`config.mk`:
```
export PLATFORM = sky130hd
export DESIGN_NAME = lsu_mem_stage
export DESIGN_NICKNAME = d
export VERILOG_FILES = /design/src/rtl/lsu_pkg.sv /design/src/rtl/lsu_load_align.sv /design/src/rtl/lsu_mem_stage.sv
export SDC_FILE = /design/constraint.sdc
export NUM_CORES = 1
export LEC_CHECK = 0
export ABC_AREA = 1
export CAP_MARGIN = 25
export CELL_PAD_IN_SITES_DETAIL_PLACEMENT = 1
export CELL_PAD_IN_SITES_GLOBAL_PLACEMENT = 1
export CORE_MARGIN = 2
export CORE_UTILIZATION = 44
export DETAILED_ROUTE_END_ITERATION = 8
export DONT_BUFFER_PORTS = 1
export PLACE_DENSITY = 0.85
export SETUP_SLACK_MARGIN = 0.3
export SLEW_MARGIN = 0
export SYNTH_ARGS = -nofsm -noshare
export SYNTH_HDL_FRONTEND = slang
export SYNTH_SLANG_ARGS = --single-unit
```
`constraint.sdc`:
```
create_clock -name clk_i -period 3.7 [get_ports clk_i]
set_input_delay 0.37 -clock clk_i [delete_from_list [all_inputs] [get_ports clk_i]]
set_output_delay 0.37 -clock clk_i [all_outputs]
set_load 0.1 [all_outputs]
```
`src/rtl/lsu_pkg.sv`:
```
// Shared definitions for the load/store unit: funct3 width codes, FSM states
// and the request legality helper.
package lsu_pkg;

    localparam logic [2:0] F3_B  = 3'b000;
    localparam logic [2:0] F3_H  = 3'b001;
    localparam logic [2:0] F3_W  = 3'b010;
    localparam logic [2:0] F3_BU = 3'b100;
    localparam logic [2:0] F3_HU = 3'b101;

    typedef enum logic [1:0] {
        StIdle   = 2'd0,
        StAccess = 2'd1,
        StLwait  = 2'd2,
        StResp   = 2'd3
    } lsu_state_e;

    // Stores only support the signed codes; unsigned variants exist for loads only.
    function automatic logic funct3_legal(input logic we, input logic [2:0] funct3);
        logic legal;
        unique case (funct3)
            F3_B, F3_H, F3_W: legal = 1'b1;
            F3_BU, F3_HU:     legal = ~we;
            default:          legal = 1'b0;
        endcase
        return legal;
    endfunction

    function automatic logic misaligned(input logic [2:0] funct3, input logic [1:0] addr_lo);
        logic mis;
        unique case (funct3[1:0])
            2'b01:   mis = addr_lo[0];
            2'b10:   mis = |addr_lo;
            default: mis = 1'b0;
        endcase
        return mis;
    endfunction

endpackage

```
`src/rtl/lsu_load_align.sv`:
```
// Selects the addressed lane of a memory word and sign/zero-extends it
// according to the load width code.
module lsu_load_align
    import lsu_pkg::*;
(
    input  logic [31:0] rdata_i,
    input  logic [1:0]  addr_lo_i,
    input  logic [2:0]  funct3_i,
    output logic [31:0] data_o
);

    logic [31:0] shifted;

    always_comb begin
        shifted = rdata_i >> {addr_lo_i, 3'b000};
        unique case (funct3_i)
            F3_B:    data_o = {{24{shifted[7]}}, shifted[7:0]};
            F3_H:    data_o = {{16{shifted[15]}}, shifted[15:0]};
            F3_BU:   data_o = {24'b0, shifted[7:0]};
            F3_HU:   data_o = {16'b0, shifted[15:0]};
            default: data_o = shifted;
        endcase
    end

endmodule

```
`src/rtl/lsu_mem_stage.sv`:
```
// Load/store unit: validates one request at a time, drives a byte-enabled
// synchronous memory and returns aligned load data over a valid/ready response.
module lsu_mem_stage
    import lsu_pkg::*;
#(
    parameter int unsigned ADDR_W  = 32,
    parameter int unsigned WORD_AW = 11
) (
    input  logic               clk_i,
    input  logic               rst_i,
    input  logic               req_valid_i,
    output logic               req_ready_o,
    input  logic               req_we_i,
    input  logic [2:0]         req_funct3_i,
    input  logic [ADDR_W-1:0]  req_addr_i,
    input  logic [31:0]        req_wdata_i,
    output logic               resp_valid_o,
    input  logic               resp_ready_i,
    output logic [31:0]        resp_rdata_o,
    output logic               resp_err_o,
    output logic [WORD_AW-1:0] mem_addr_o,
    output logic [3:0]         mem_be_o,
    output logic               mem_we_o,
    output logic               mem_re_o,
    output logic [31:0]        mem_wdata_o,
    input  logic [31:0]        mem_rdata_i
);

    lsu_state_e  state_q;
    logic        we_q;
    logic [2:0]  funct3_q;
    logic [1:0]  addr_lo_q;
    logic [31:0] load_data;

    logic        req_fire;
    logic        req_err;
    logic [3:0]  req_be;
    logic [31:0] req_wdata_lanes;

    assign req_fire = req_valid_i & req_ready_o;

    always_comb begin
        req_err = ~funct3_legal(req_we_i, req_funct3_i)
                | misaligned(req_funct3_i, req_addr_i[1:0])
                | (|req_addr_i[ADDR_W-1:WORD_AW+2]);
        unique case (req_funct3_i[1:0])
            2'b00: begin
                req_be          = 4'b0001 << req_addr_i[1:0];
                req_wdata_lanes = {4{req_wdata_i[7:0]}};
            end
            2'b01: begin
                req_be          = 4'b0011 << req_addr_i[1:0];
                req_wdata_lanes = {2{req_wdata_i[15:0]}};
            end
            default: begin
                req_be          = 4'b1111;
                req_wdata_lanes = req_wdata_i;
            end
        endcase
    end

    lsu_load_align u_load_align (
        .rdata_i   (mem_rdata_i),
        .addr_lo_i (addr_lo_q),
        .funct3_i  (funct3_q),
        .data_o    (load_data)
    );

    // Memory-side outputs are loaded at the accept edge so they are registered in ACCESS.
    always_ff @(posedge clk_i or posedge rst_i) begin
        if (rst_i) begin
            state_q      <= StIdle;
            we_q         <= 1'b0;
            funct3_q     <= 3'b000;
            addr_lo_q    <= 2'b00;
            req_ready_o  <= 1'b1;
            resp_valid_o <= 1'b0;
            resp_err_o   <= 1'b0;
            resp_rdata_o <= 32'b0;
            mem_addr_o   <= '0;
            mem_be_o     <= 4'b0;
            mem_we_o     <= 1'b0;
            mem_re_o     <= 1'b0;
            mem_wdata_o  <= 32'b0;
        end else begin
            unique case (state_q)
                StIdle: begin
                    if (req_fire) begin
                        we_q        <= req_we_i;
                        funct3_q    <= req_funct3_i;
                        addr_lo_q   <= req_addr_i[1:0];
                        req_ready_o <= 1'b0;
                        if (req_err) begin
                            state_q      <= StResp;
                            resp_valid_o <= 1'b1;
                            resp_err_o   <= 1'b1;
                            resp_rdata_o <= 32'b0;
                        end else begin
                            state_q     <= StAccess;
                            mem_addr_o  <= req_addr_i[WORD_AW+1:2];
                            mem_be_o    <= req_be;
                            mem_wdata_o <= req_wdata_lanes;
                            mem_we_o    <= req_we_i;
                            mem_re_o    <= ~req_we_i;
                        end
                    end
                end
                StAccess: begin
                    mem_we_o <= 1'b0;
                    mem_re_o <= 1'b0;
                    if (we_q) begin
                        state_q      <= StResp;
                        resp_valid_o <= 1'b1;
                        resp_err_o   <= 1'b0;
                        resp_rdata_o <= 32'b0;
                    end else begin
                        state_q <= StLwait;
                    end
                end
                StLwait: begin
                    state_q      <= StResp;
                    resp_valid_o <= 1'b1;
                    resp_err_o   <= 1'b0;
                    resp_rdata_o <= load_data;
                end
                StResp: begin
                    if (resp_ready_i) begin
                        state_q      <= StIdle;
                        resp_valid_o <= 1'b0;
                        resp_err_o   <= 1'b0;
                        resp_rdata_o <= 32'b0;
                        req_ready_o  <= 1'b1;
                    end
                end
                default: state_q <= StIdle;
            endcase
        end
    end

endmodule

```
==> reports/qor.csv <==
stage,metric,value,unit
power_and_ir_drop,power,4.36,mW
hold_path,min_path_type,in -> reg,
setup_path,r2r_cells,8,
setup_path,crit_type,reg -> reg,
final_layout,drive_above_1_share,5.87,%
sta,worst_pin_slew,0.971,ns
final_layout,insertedDiodeCount,0,
setup_path,startpoint,req_ready_o$_DFFE_PP1P_,
clocking,post-cts-setup-buffers,0,
power_and_ir_drop,internal_power,2.09,mW
clocking,cts_resized,0,
floorplanning,fp-row-count,40,
placed_design,hpwl,11400,microns
detailed_routing,wl_per_cell,18.0,microns
clocking,cts.sinks,92,
sta,finalCriticalPeriod,2.72,ns
detailed_routing,wl_met2,7480,microns
synth,synth_nets,848,
setup_path,critical_path.max_fanout,35,
power_and_ir_drop,p_per_area,775,nW/um^2
sta,slew_headroom,35.3,%
final_layout,stdcell_count,862,
placed_design,routabilityCongestion,0.881,
sta,slew_viol_final,0,
detailed_routing,drt-pass1-iter-count,4,
setup_path,start_kind,register,
power_and_ir_drop,ir_worst_vdd,0.410,mV
final_layout,syn_to_final_growth,6.04,%
synth,netlist_top_cells_area,"dfrtp_1 43%, nand2_1 19%, nand3_1 9.8%",
floorplanning,start_util,44.7,%
global_routing,grt_start_max_net_pins,80,
global_routing,grt_pass1_vias,4952,
sta,timing.final.crit_share,73.5,%
clocking,cts_tree,built,
setup_path,cp-endpoint,resp_rdata_o[1]$_DFFE_PP0P_,
detailed_routing,wl_met3,1110,microns
power_and_ir_drop,power_frac_seq,46.1,%
setup_path,cp.required,3.92,ns
sta,setup_ws,0.981,ns
setup_path,cp-end-kind,register,
synth,yosysSeqAreaShare,43.5,%
synth,ys_ff_latch,92,
detailed_routing,ant_nets,0,
clocking,clkLatencyLatePin,0.34,ns
floorplanning,die_w,114,microns
detailed_routing,top_layer,met4,
flow_run,maxCapViolations,0,
clocking,root_buffer,clkbuf_16,
detailed_routing,drt_iter0_markers,243,
detailed_routing,wl_met1,6530,microns
sta,finalHoldViolCount,0,
power_and_ir_drop,p_sw,2.27,mW
global_routing,antenna_found_initial,0,
detailed_routing,drc,0,
synth,synth_area_leader_cell,dfrtp_1,
clocking,cts.path.max_buffers,2,
synth,synth.distinct_cells,33,
power_and_ir_drop,power_frac_clock,19.9,%
synth,netlist_area,5300,sq um
global_routing,grt.total_usage,24.5,%
power_and_ir_drop,swShare,52.1,%
placed_design,port_buffers,0,
floorplanning,die_h,114,microns
power_and_ir_drop,comb_power_share,34.0,%
clocking,holdBufCountCts,0,
synth,synth.top_cell.area_share,43.0,%
global_routing,grt_pass1_wl,25200,microns
setup_path,r2r-end,resp_rdata_o[1]$_DFFE_PP0P_,
synth,syn_area_per_cell,7.20,sq um
placed_design,dpl.cell_count,846,
sta,rsz0062_at_grt,no,
placed_design,placed_cell_area,5310,sq um
clocking,clk_pin_slew,0.06,ns
setup_path,rrSetupSlack,0.98,ns
run_status,status,completed,
final_layout,nets,824,
sta,whs,0.161,ns
synth,syn_inst,736,
final_layout,nFillCells,1515,
floorplanning,design.die.area,12900,sq um
global_routing,grt.overflow.total,0,
sta,worst_clock_skew,0.00645,ns
detailed_routing,vias_per_cell,5.49,
sta,setup_viol,0,
placed_design,post-place-ws,0.936,ns
setup_path,r2r-start,req_ready_o$_DFFE_PP1P_,
floorplanning,core_area,11900,sq um
clocking,cts_made_buffers,9,
synth,yosys_warnings,0,
detailed_routing,vias,4734,
floorplanning,io_pins,188,
final_layout,postLayoutCoreUtil,47.4,%
setup_path,crit_arrival,2.94,ns
final_layout,final_area,5620,sq um
sta,fmax,0.368,GHz
power_and_ir_drop,p_leak,3.05,nW
detailed_routing,routed_wl,15500,microns
clocking,h-tree-depth,3,
sta,setup_tns,0,ns
## area by class of cell
class | count | area, sq um | share of cell area, %
clock inverter | 3 | 23.8 | 0.423
multi-input combinational | 521 | 2460 | 43.8
tap | 147 | 184 | 3.27
inverter | 77 | 292 | 5.19
sequential | 92 | 2300 | 41.0
timing repair buffer | 11 | 105 | 1.87
clock buffer | 11 | 253 | 4.50
## power by group through the flow
stage                     clock network (mW)  logic, mW  registers [mW]
final                                  0.866       1.48            2.01
after global placement                     0       1.40            2.03
after floorplan                            0       1.31            1.91
after CTS                              0.889       1.48            2.01
after global routing                   0.920       1.71            2.04
after detailed placement                   0       1.47            2.03
## cell usage after synthesis
master and number:
a211oi_1 7, a21boi_0 1, a21oi_1 52, a21oi_2 1, a22o_1 8, and2_0 2
buf_1 2, buf_2 17, buf_4 3, buf_6 7, clkbuf_1 17, clkinv_1 1
dfrtp_1 91, dfstp_2 1, ha_1 8, inv_1 74, inv_2 2, mux2i_1 8
nand2_1 265, nand2_2 3, nand3_1 104, nand3_2 2, nand3_4 1, nand3b_2 2
nand4_1 3, nor2_1 28, nor2_2 1, nor2_4 1, nor3_1 3, o21ai_0 17
o21ai_1 2, o22ai_1 1, or2_2 1
## placed cells by master (no fill, tap or decap), types with 2 or more instances in the layout
master,Yosys,final
nor2_4,1,2
nand4_1,3,3
buf_4,3,9
dfrtp_1,91,91
inv_1,74,73
nand3b_2,2,2
o21ai_1,2,2
nand2_1,265,265
clkbuf_8,0,2
mux2i_1,8,8
clkinvlp_4,0,2
nand3_1,104,104
nand2_2,3,3
o21ai_0,17,17
a22o_1,8,8
and2_0,2,2
a21oi_1,52,52
nor3_1,3,3
nor2_1,28,26
clkbuf_16,0,9
nand3_2,2,2
nor2_2,1,2
inv_2,2,2
a211oi_1,7,7
ha_1,8,8
## registers in the layout, indices dropped and copies added (netlist names)
register and cells:
resp_err_o 1, mem_we_o 1, addr_lo_q 2, mem_be_o 4, resp_rdata_o 32, mem_addr_o 11
resp_valid_o 1, mem_wdata_o 32, state_q 2, req_ready_o 1, funct3_q 3, we_q 1
mem_re_o 1
## kinds of logic (layout without fill, tap and decap cells)
family	Yosys count	count (layout)	synth area share [%]
compound gates	89	89	9.44
fa+ha+maj	8	8	1.89
buf+inv	123	102	10.3
flops	92	92	43.5
mux	8	8	1.51
simple gates	416	416	33.4
## routing by layer
metal	vias up	global-route usage [%]
li1	2287	-
met3	30	6.27
met2	153	40.8
met5	-	0
met4	0	8.86
met1	2264	31.1
## worst max-delay path, cell delays in order, from the launching register on
cell,delay (ns)
dfstp_2,0.87
nand2_1,0.21
nand2_1,0.11
o21ai_1,0.15
a21oi_2,0.14
buf_4,0.35
nand2_2,0.47
nand2_1,0.20
nand2_1,0.07
## worst min-delay path by stage
stage | slack, ns | startpoint | cells past startpoint | endpoint
final | 0.16 | req_funct3_i[1] | 2 | funct3_q[1]$_DFFE_PP0P_
after global routing | 0.17 | req_we_i | 2 | we_q$_DFFE_PP0P_
after CTS | 0.15 | req_funct3_i[1] | 2 | funct3_q[1]$_DFFE_PP0P_
after detailed placement | 0.50 | req_we_i | 2 | we_q$_DFFE_PP0P_
after global placement | 0.50 | req_funct3_i[2] | 2 | funct3_q[2]$_DFFE_PP0P_
after floorplan | 0.48 | funct3_q[2]$_DFFE_PP0P_ | 2 | funct3_q[2]$_DFFE_PP0P_
Power figures use the tool's default switching activity.
